## src/rtl/if_stage.sv

```systemverilog
// Instruction-fetch stage: owns the PC, drives the fetch address and
// registers the returned pc/instruction pair into the IF/ID register.
module if_stage #(
   parameter int unsigned XLEN     = 32,
   parameter logic [XLEN-1:0] RESET_PC = 32'h0000_0000,
   parameter logic [XLEN-1:0] NOP_INST = 32'h0000_0013
) (
   input  logic            clk_i,
   input  logic            rst_i,
   input  logic            stall_i,
   input  logic            flush_i,
   input  logic            jump_i,
   input  logic [XLEN-1:0] jump_addr_i,
   output logic [XLEN-1:0] rom_addr_o,
   input  logic [XLEN-1:0] rom_pc_i,
   input  logic [XLEN-1:0] rom_inst_i,
   output logic [XLEN-1:0] pc_o,
   output logic [XLEN-1:0] inst_o,
   output logic            valid_o,
   output logic            misalign_o,
   output logic [31:0]     fetch_cnt_o
);

   localparam int unsigned CNT_W = 32;

   logic [XLEN-1:0]  r_pc;
   logic [XLEN-1:0]  r_if_pc;
   logic [XLEN-1:0]  r_if_inst;
   logic             r_if_valid;
   logic             r_misalign;
   logic [CNT_W-1:0] r_fetch_cnt;

   logic [XLEN-1:0]  w_pc_next;
   logic [XLEN-1:0]  w_jump_target;
   logic             w_bubble;
   logic             w_accept;
   logic             w_misalign;

   // Redirect target is forced word-aligned; low bits only feed the flag.
   always_comb begin
      w_jump_target = {jump_addr_i[XLEN-1:2], 2'b00};
      w_misalign    = jump_i & (jump_addr_i[1:0] != 2'b00);
      w_bubble      = jump_i | flush_i;
      w_accept      = ~w_bubble & ~stall_i;
      w_pc_next     = r_pc + XLEN'(4);
      if (jump_i) begin
         w_pc_next = w_jump_target;
      end else if (stall_i) begin
         w_pc_next = r_pc;
      end
   end

   // Program counter; a redirect wins over a stall.
   always_ff @(posedge clk_i) begin
      if (rst_i) begin
         r_pc <= RESET_PC;
      end else begin
         r_pc <= w_pc_next;
      end
   end

   // IF/ID pipeline register, misalign flag and accepted-fetch counter.
   always_ff @(posedge clk_i) begin
      if (rst_i) begin
         r_if_pc     <= RESET_PC;
         r_if_inst   <= NOP_INST;
         r_if_valid  <= 1'b0;
         r_misalign  <= 1'b0;
         r_fetch_cnt <= '0;
      end else begin
         r_misalign <= w_misalign;
         if (w_bubble) begin
            r_if_pc    <= r_pc;
            r_if_inst  <= NOP_INST;
            r_if_valid <= 1'b0;
         end else if (w_accept) begin
            r_if_pc     <= rom_pc_i;
            r_if_inst   <= rom_inst_i;
            r_if_valid  <= 1'b1;
            r_fetch_cnt <= r_fetch_cnt + CNT_W'(1);
         end
      end
   end

   assign rom_addr_o  = r_pc;
   assign pc_o        = r_if_pc;
   assign inst_o      = r_if_inst;
   assign valid_o     = r_if_valid;
   assign misalign_o  = r_misalign;
   assign fetch_cnt_o = r_fetch_cnt;

endmodule

```

## config.mk

```make
export PLATFORM = sky130hd
export DESIGN_NAME = if_stage
export DESIGN_NICKNAME = d
export VERILOG_FILES = /design/src/rtl/if_stage.sv
export SDC_FILE = /design/constraint.sdc
export NUM_CORES = 1
export LEC_CHECK = 0
export CAP_MARGIN = 0
export CORE_MARGIN = 2
export CORE_UTILIZATION = 39
export CTS_BUF_LIST = sky130_fd_sc_hd__clkbuf_16
export DETAILED_ROUTE_END_ITERATION = 10
export GPL_TIMING_DRIVEN = 1
export PLACE_DENSITY = 0.85
export SLEW_MARGIN = 0
export SYNTH_ARGS = -nofsm -noshare
export SYNTH_HDL_FRONTEND = slang
export SYNTH_SLANG_ARGS = --single-unit
```

## constraint.sdc

```tcl
create_clock -name clk_i -period 1.8 [get_ports clk_i]
set_input_delay 0.18 -clock clk_i [delete_from_list [all_inputs] [get_ports clk_i]]
set_output_delay 0.18 -clock clk_i [all_outputs]
set_load 0.01 [all_outputs]
```

==> flow_summary_export.csv, run 1 <==
group,metric,value,unit
placement,place.gp.congestion,0.857,
critical_path,required,2100,ps
placement,dpl-instance-area,8730,um^2
floorplanning,core_area,14400,um^2
min_path,hp-class,"input port to flip-flop",
global_route,antenna_found_initial,0,
finish,num_antenna_cells,0,
clock_network,clock-sinks,128,
yosys,netlist_area,5710,um^2
drt,drc,0,
power_and_ir_drop,p_per_area,790,nW/um^2
critical_path,critPathCaptureType,"flip-flop",
clock_network,cts_max_level,4,
drt,via_per_inst,5.34,
sta,period_minus_slack,1830,ps
floorplanning,initial_core_util,0.396,
sta,finalCritPeriodShare,1.01,
yosys,ys_seq_area_frac,0.448,
floorplanning,placementRows,44,
clock_network,clk_pin_slew_worst_paths,50,ps
placement,portBuffers,228,
critical_path,worstPathMaxFanout,7,
global_route,grt_max_degree,97,
yosys,syn_inst,629,
drt,wl_per_cell,16.5,um
sta,setup_violations,3,
critical_path,cp-start-kind,"flip-flop",
yosys,ys.warnings.count,0,
finish,fin_area,9430,um^2
clock_network,cts_buffer_depth,2,
yosys,async_flop_share,0,
power_and_ir_drop,vdd_drop_max,0.654,mV
finish,syn_to_final_growth,65.1,%
status,status,"finished, violations left",
finish,final_common_cell,"clkdlybuf4s50_1",
floorplanning,dieArea,15600,um^2
flow_run,drv_cap,0,
finish,post-route-util,0.654,
sta,max_clock_freq,548,MHz
yosys,ys.flop_type,"dfxtp_1",
drt,drt_iter0_markers,372,
yosys,ys_ff_latch,128,
clock_network,cts_inserted_buffers,17,
clock_network,cts_tree,"done",
yosys,synth.distinct_cells,39,
floorplanning,die_width,125,um
sta,fin_skew,14.8,ps
sta,worstMarginPinSlew,681,ps
floorplanning,die_h,125,um
clock_network,clockRootBuffer,"clkbuf_16",
critical_path,path_cells,"nand4_1, or4_4, buf_6, nor4_4, mux2_4",
floorplanning,pin_count,231,
drt,num_vias,5898,
yosys,synth_edf_count,0,
finish,drive_gt1_frac,0.162,
sta,tns,-58.7,ps
drt,final_antenna_net_count,0,
finish,mostFrequentLayoutCells,"clkdlybuf4s50_1 (226), dfxtp_1 (112), nor2_1 (102)",
yosys,syn_area_per_cell,9.08,um^2
sta,slew_viol_final,0,
sta,slew_headroom,0.546,
status,violations,"setup timing",
critical_path,worst_path_max_delay_cell,"or4_4",
sta,rsz0062_at_grt,"true",
global_route,grt_pass1_wl,29000,um
clock_network,clk_latency,420,ps
global_route,grt_usage,0.229,
sta,fin_ws,-25.9,ps
drt,wl,18200,um
power_and_ir_drop,power_leakage,3.60,nW
placement,place_ws,-304,ps
finish,nets,1011,
power_and_ir_drop,fin_total_pwr,0.00745,W
sta,hold_violations,0,
placement,post-dp-hpwl,13100,um
critical_path,slowest_delay,520,ps
global_route,grt_overflow,0,
drt,dr.pass1.iters,5,
global_route,grt_pass1_vias,5701,
critical_path,crit_type,"flip-flop to flip-flop",
critical_path,cp.arrival,2130,ps
-- sequential cells by signal (all words and copies together) (netlist names) --
name / flops
valid_o: 1
misalign_o: 1
inst_o: 32
pc_o: 32
fetch_cnt_o: 32
rom_addr_o: 30
-- layer usage --
layer,up-vias,wire length [um],GRT usage
met5,-,0,0
met4,0,383,0.0824
met3,28,1300,0.0697
met2,224,9020,0.388
met1,2783,7470,0.274
li1,2863,-,-
-- stage by stage --
step                hold slack [ps]  instances
finish                          278       1105
global placement                433       1067
detailed placement              441       1067
CTS                             271       1103
global route                    295       1105
floorplan                       323        630
-- path summary, 6_finish.rpt --
path                   start               to  slack, ps  cells past startpoint
min                    rst_i       inst_o[11]        280                      3
max reg2reg  fetch_cnt_o[12]  fetch_cnt_o[31]        -30                      5
min reg2reg          valid_o          valid_o        450                      2
max          fetch_cnt_o[12]  fetch_cnt_o[31]        -30                      5
-- synth_stat cells, drive strengths merged (2+ instances only) --
| cell type | n | share of area |
|---|---|---|
| dfxtp | 128 | 0.45 |
| nor2 | 103 | 0.068 |
| mux2i | 63 | 0.11 |
| a211oi | 41 | 0.054 |
| clkbuf | 34 | 0.022 |
| a21oi | 22 | 0.019 |
| or4 | 22 | 0.029 |
| nand3 | 21 | 0.018 |
| o31ai | 21 | 0.028 |
| nand2 | 19 | 0.012 |
| buf | 18 | 0.016 |
| nand4 | 17 | 0.022 |
| or3 | 16 | 0.018 |
| xor2 | 16 | 0.025 |
| o21ai | 15 | 0.013 |
| a311oi | 14 | 0.021 |
| inv | 9 | 0.0059 |
| and4 | 8 | 0.012 |
| nor2b | 7 | 0.0077 |
| xnor2 | 5 | 0.0077 |
| and3 | 4 | 0.0044 |
| a211o | 3 | 0.0046 |
| a31oi | 3 | 0.0033 |
| mux2 | 3 | 0.0059 |
| nor4 | 3 | 0.0033 |
| o21bai | 3 | 0.0039 |
| and2 | 2 | 0.0022 |
| ha | 2 | 0.0044 |
| nor3 | 2 | 0.0018 |
-- power by group --
group / total [W] / switching, W / leakage (nW) / internal [W]
clock network: 0.00340 / 0.00123 / 0.294 / 0.00217
registers: 0.00301 / 0.0000713 / 1.06 / 0.00294
logic: 0.00104 / 0.000439 / 2.25 / 0.000598
-- worst max-delay path: cells and delay by family, from the launching register on --
kind	cells	cell delay (ps)
buffers and inverters	1	150
DFF	1	330
and+or+nand+nor	3	910
muxes	1	320
-- what timing repair did --
| item | in CTS | in global routing |
|---|---|---|
| setup buffers | 3 | 2 |
| cloned | 1 | 0 |
| hold endpoints to repair | 0 | 0 |
| pin swaps | 11 | 3 |
| endpoints found under the setup margin | 8 | 24 |
| gates resized for setup | 5 | 15 |
| hold buffers | 0 | 0 |
-- layout make-up --
| cell class | count | area [um^2] |
|---|---|---|
| fill | 1137 | 4990 |
| multi-input combinational | 441 | 3000 |
| timing repair buffer | 311 | 2980 |
| sequential | 128 | 2590 |
| clock buffer | 19 | 475 |
| tap | 184 | 230 |
| clock inverter | 13 | 115 |
| inverter | 9 | 33.8 |
-- cells by family after synthesis --
group	Yosys count	share of synthesized area
compound gates	122	0.147
xor+xnor	21	0.0322
fa+ha+maj	2	0.00438
buf+inv	61	0.0440
flops	128	0.448
mux	66	0.116
other cells	1	0.000656
simple gates	228	0.207
Power figures use the tool's default switching activity.
==> run 2, diff against run 1 <==
CORE_MARGIN = 8   (was 2)
SLEW_MARGIN = default   (was 0)
==> flow_summary_export.csv, run 2 (same netlist as run 1, synthesis figures left out) <==
group,metric,value,unit
placement,place_ws,-304,ps
finish,num_antenna_cells,0,
finish,post-route-util,0.657,
sta,tns,-441,ps
sta,finalCritPeriodShare,1.05,
drt,wl,19100,um
global_route,grt_usage,0.196,
global_route,grt_pass1_wl,29000,um
floorplanning,die_width,137,um
floorplanning,die_h,137,um
critical_path,cp-start-kind,"flip-flop",
placement,place.gp.congestion,0.840,
placement,dp_cells,1063,
drt,drc,0,
finish,finalNonFillerCells,1098,
sta,fin_skew,9.13,ps
flow_run,drv_cap,0,
finish,drive_gt1_frac,0.166,
critical_path,required,2140,ps
sta,fin_ws,-81.6,ps
sta,worst_hold_slack,152,ps
critical_path,worstPathMaxFanout,15,
critical_path,crit_type,"flip-flop to flip-flop",
power_and_ir_drop,vdd_drop_max,0.573,mV
sta,slew_viol_final,0,
sta,max_clock_freq,531,MHz
finish,syn_to_final_growth,65.7,%
status,violations,"setup timing",
critical_path,critPathCaptureType,"flip-flop",
drt,final_antenna_net_count,0,
floorplanning,dieArea,18800,um^2
sta,period_minus_slack,1880,ps
clock_network,cts_inserted_buffers,17,
floorplanning,core_area,14400,um^2
sta,slew_headroom,0.402,
finish,final_common_cell,"clkdlybuf4s50_1",
clock_network,clockRootBuffer,"clkbuf_16",
critical_path,cp.arrival,2220,ps
status,status,"finished, violations left",
drt,via_per_inst,5.25,
finish,mostFrequentLayoutCells,"clkdlybuf4s50_1 (226), dfxtp_1 (110), nor2_1 (102)",
clock_network,clock-sinks,128,
global_route,grt_pass1_vias,5571,
floorplanning,initial_core_util,0.396,
sta,hold_violations,0,
placement,post-dp-hpwl,14100,um
drt,wl_per_cell,17.4,um
global_route,grt_max_degree,97,
clock_network,clk_pin_slew_worst_paths,60,ps
global_route,grt_overflow,0,
sta,worstMarginPinSlew,896,ps
power_and_ir_drop,power_leakage,3.60,nW
finish,nets,1004,
drt,dr.pass1.iters,6,
placement,portBuffers,228,
clock_network,cts_tree,"done",
floorplanning,placementRows,44,
global_route,antenna_found_initial,1,
drt,drt_iter0_markers,350,
drt,num_vias,5769,
clock_network,hold_buffers,0,
clock_network,cts_buffer_depth,2,
sta,rsz0062_at_grt,"true",
min_path,hp-class,"input port to flip-flop",
floorplanning,pin_count,231,
sta,setup_violations,7,
power_and_ir_drop,p_per_area,834,nW/um^2
clock_network,clk_latency,410,ps
clock_network,cts_max_level,4,
[run 2: changes by cell type in the layout (fill, tap and decap cells not counted), moves of 2 or more]
cell / before / now
clkinv_1: 4 / 1
or4_1: 20 / 17
clkinv_4: 1 / 3
bufinv_16: 2 / 6
clkbuf_16: 19 / 17
or4_4: 2 / 5
buf_4: 77 / 71
dfxtp_1: 112 / 110
[run 2: final cells by class]
type                       instances  area (um^2)
clock buffer                      17          425
clock inverter                    15          240
fill                            1156         4950
inverter                           9         33.8
multi-input combinational        441         3010
sequential                       128         2600
tap                              184          230
timing repair buffer             304         2930
[run 2: final timing paths]
path / endpoint / depth (start not counted) / slack (ps) / from
worst max-delay path: fetch_cnt_o[25] / 5 / -80 / fetch_cnt_o[12]
worst min-delay path: inst_o[0] / 3 / 150 / stall_i
worst max register to register: fetch_cnt_o[25] / 5 / -80 / fetch_cnt_o[12]
worst min register to register: valid_o / 2 / 460 / valid_o
[run 2: where the power goes]
group	switching (W)	internal, W	total, W
clock network	0.00126	0.00259	0.00385
logic	0.000442	0.000593	0.00103
registers	0.0000687	0.00294	0.00301
total	0.00177	0.00613	0.00790
[run 2: timing repair]
action,4_1_cts,5_1_grt
resized for setup,4,20
buffers inserted,2,1
cloned,0,0
endpoints found under the setup margin,14,22
pin swaps,2,3
[run 2: worst max-delay path, stage by stage, from the launching register on]
cell	delay [ps]
dfxtp_2	330
nand4_1	150
or4_4	510
buf_6	170
or4_1	510
a21oi_1	140
[run 2: through the flow]
stage	total power (W)	cell area [um^2]
4_1_cts	0.00799	9400
2_1_floorplan	0.00348	5790
3_5_place_dp	0.00410	8700
6_report	0.00790	9470
5_1_grt	0.00822	9470
3_3_place_gp	0.00408	8700
[run 2: routing by layer]
metal	GRT usage	routed length [um]
met5	0	11
met3	0.0635	1490
met4	0.0760	363
met2	0.332	9440
met1	0.224	7790
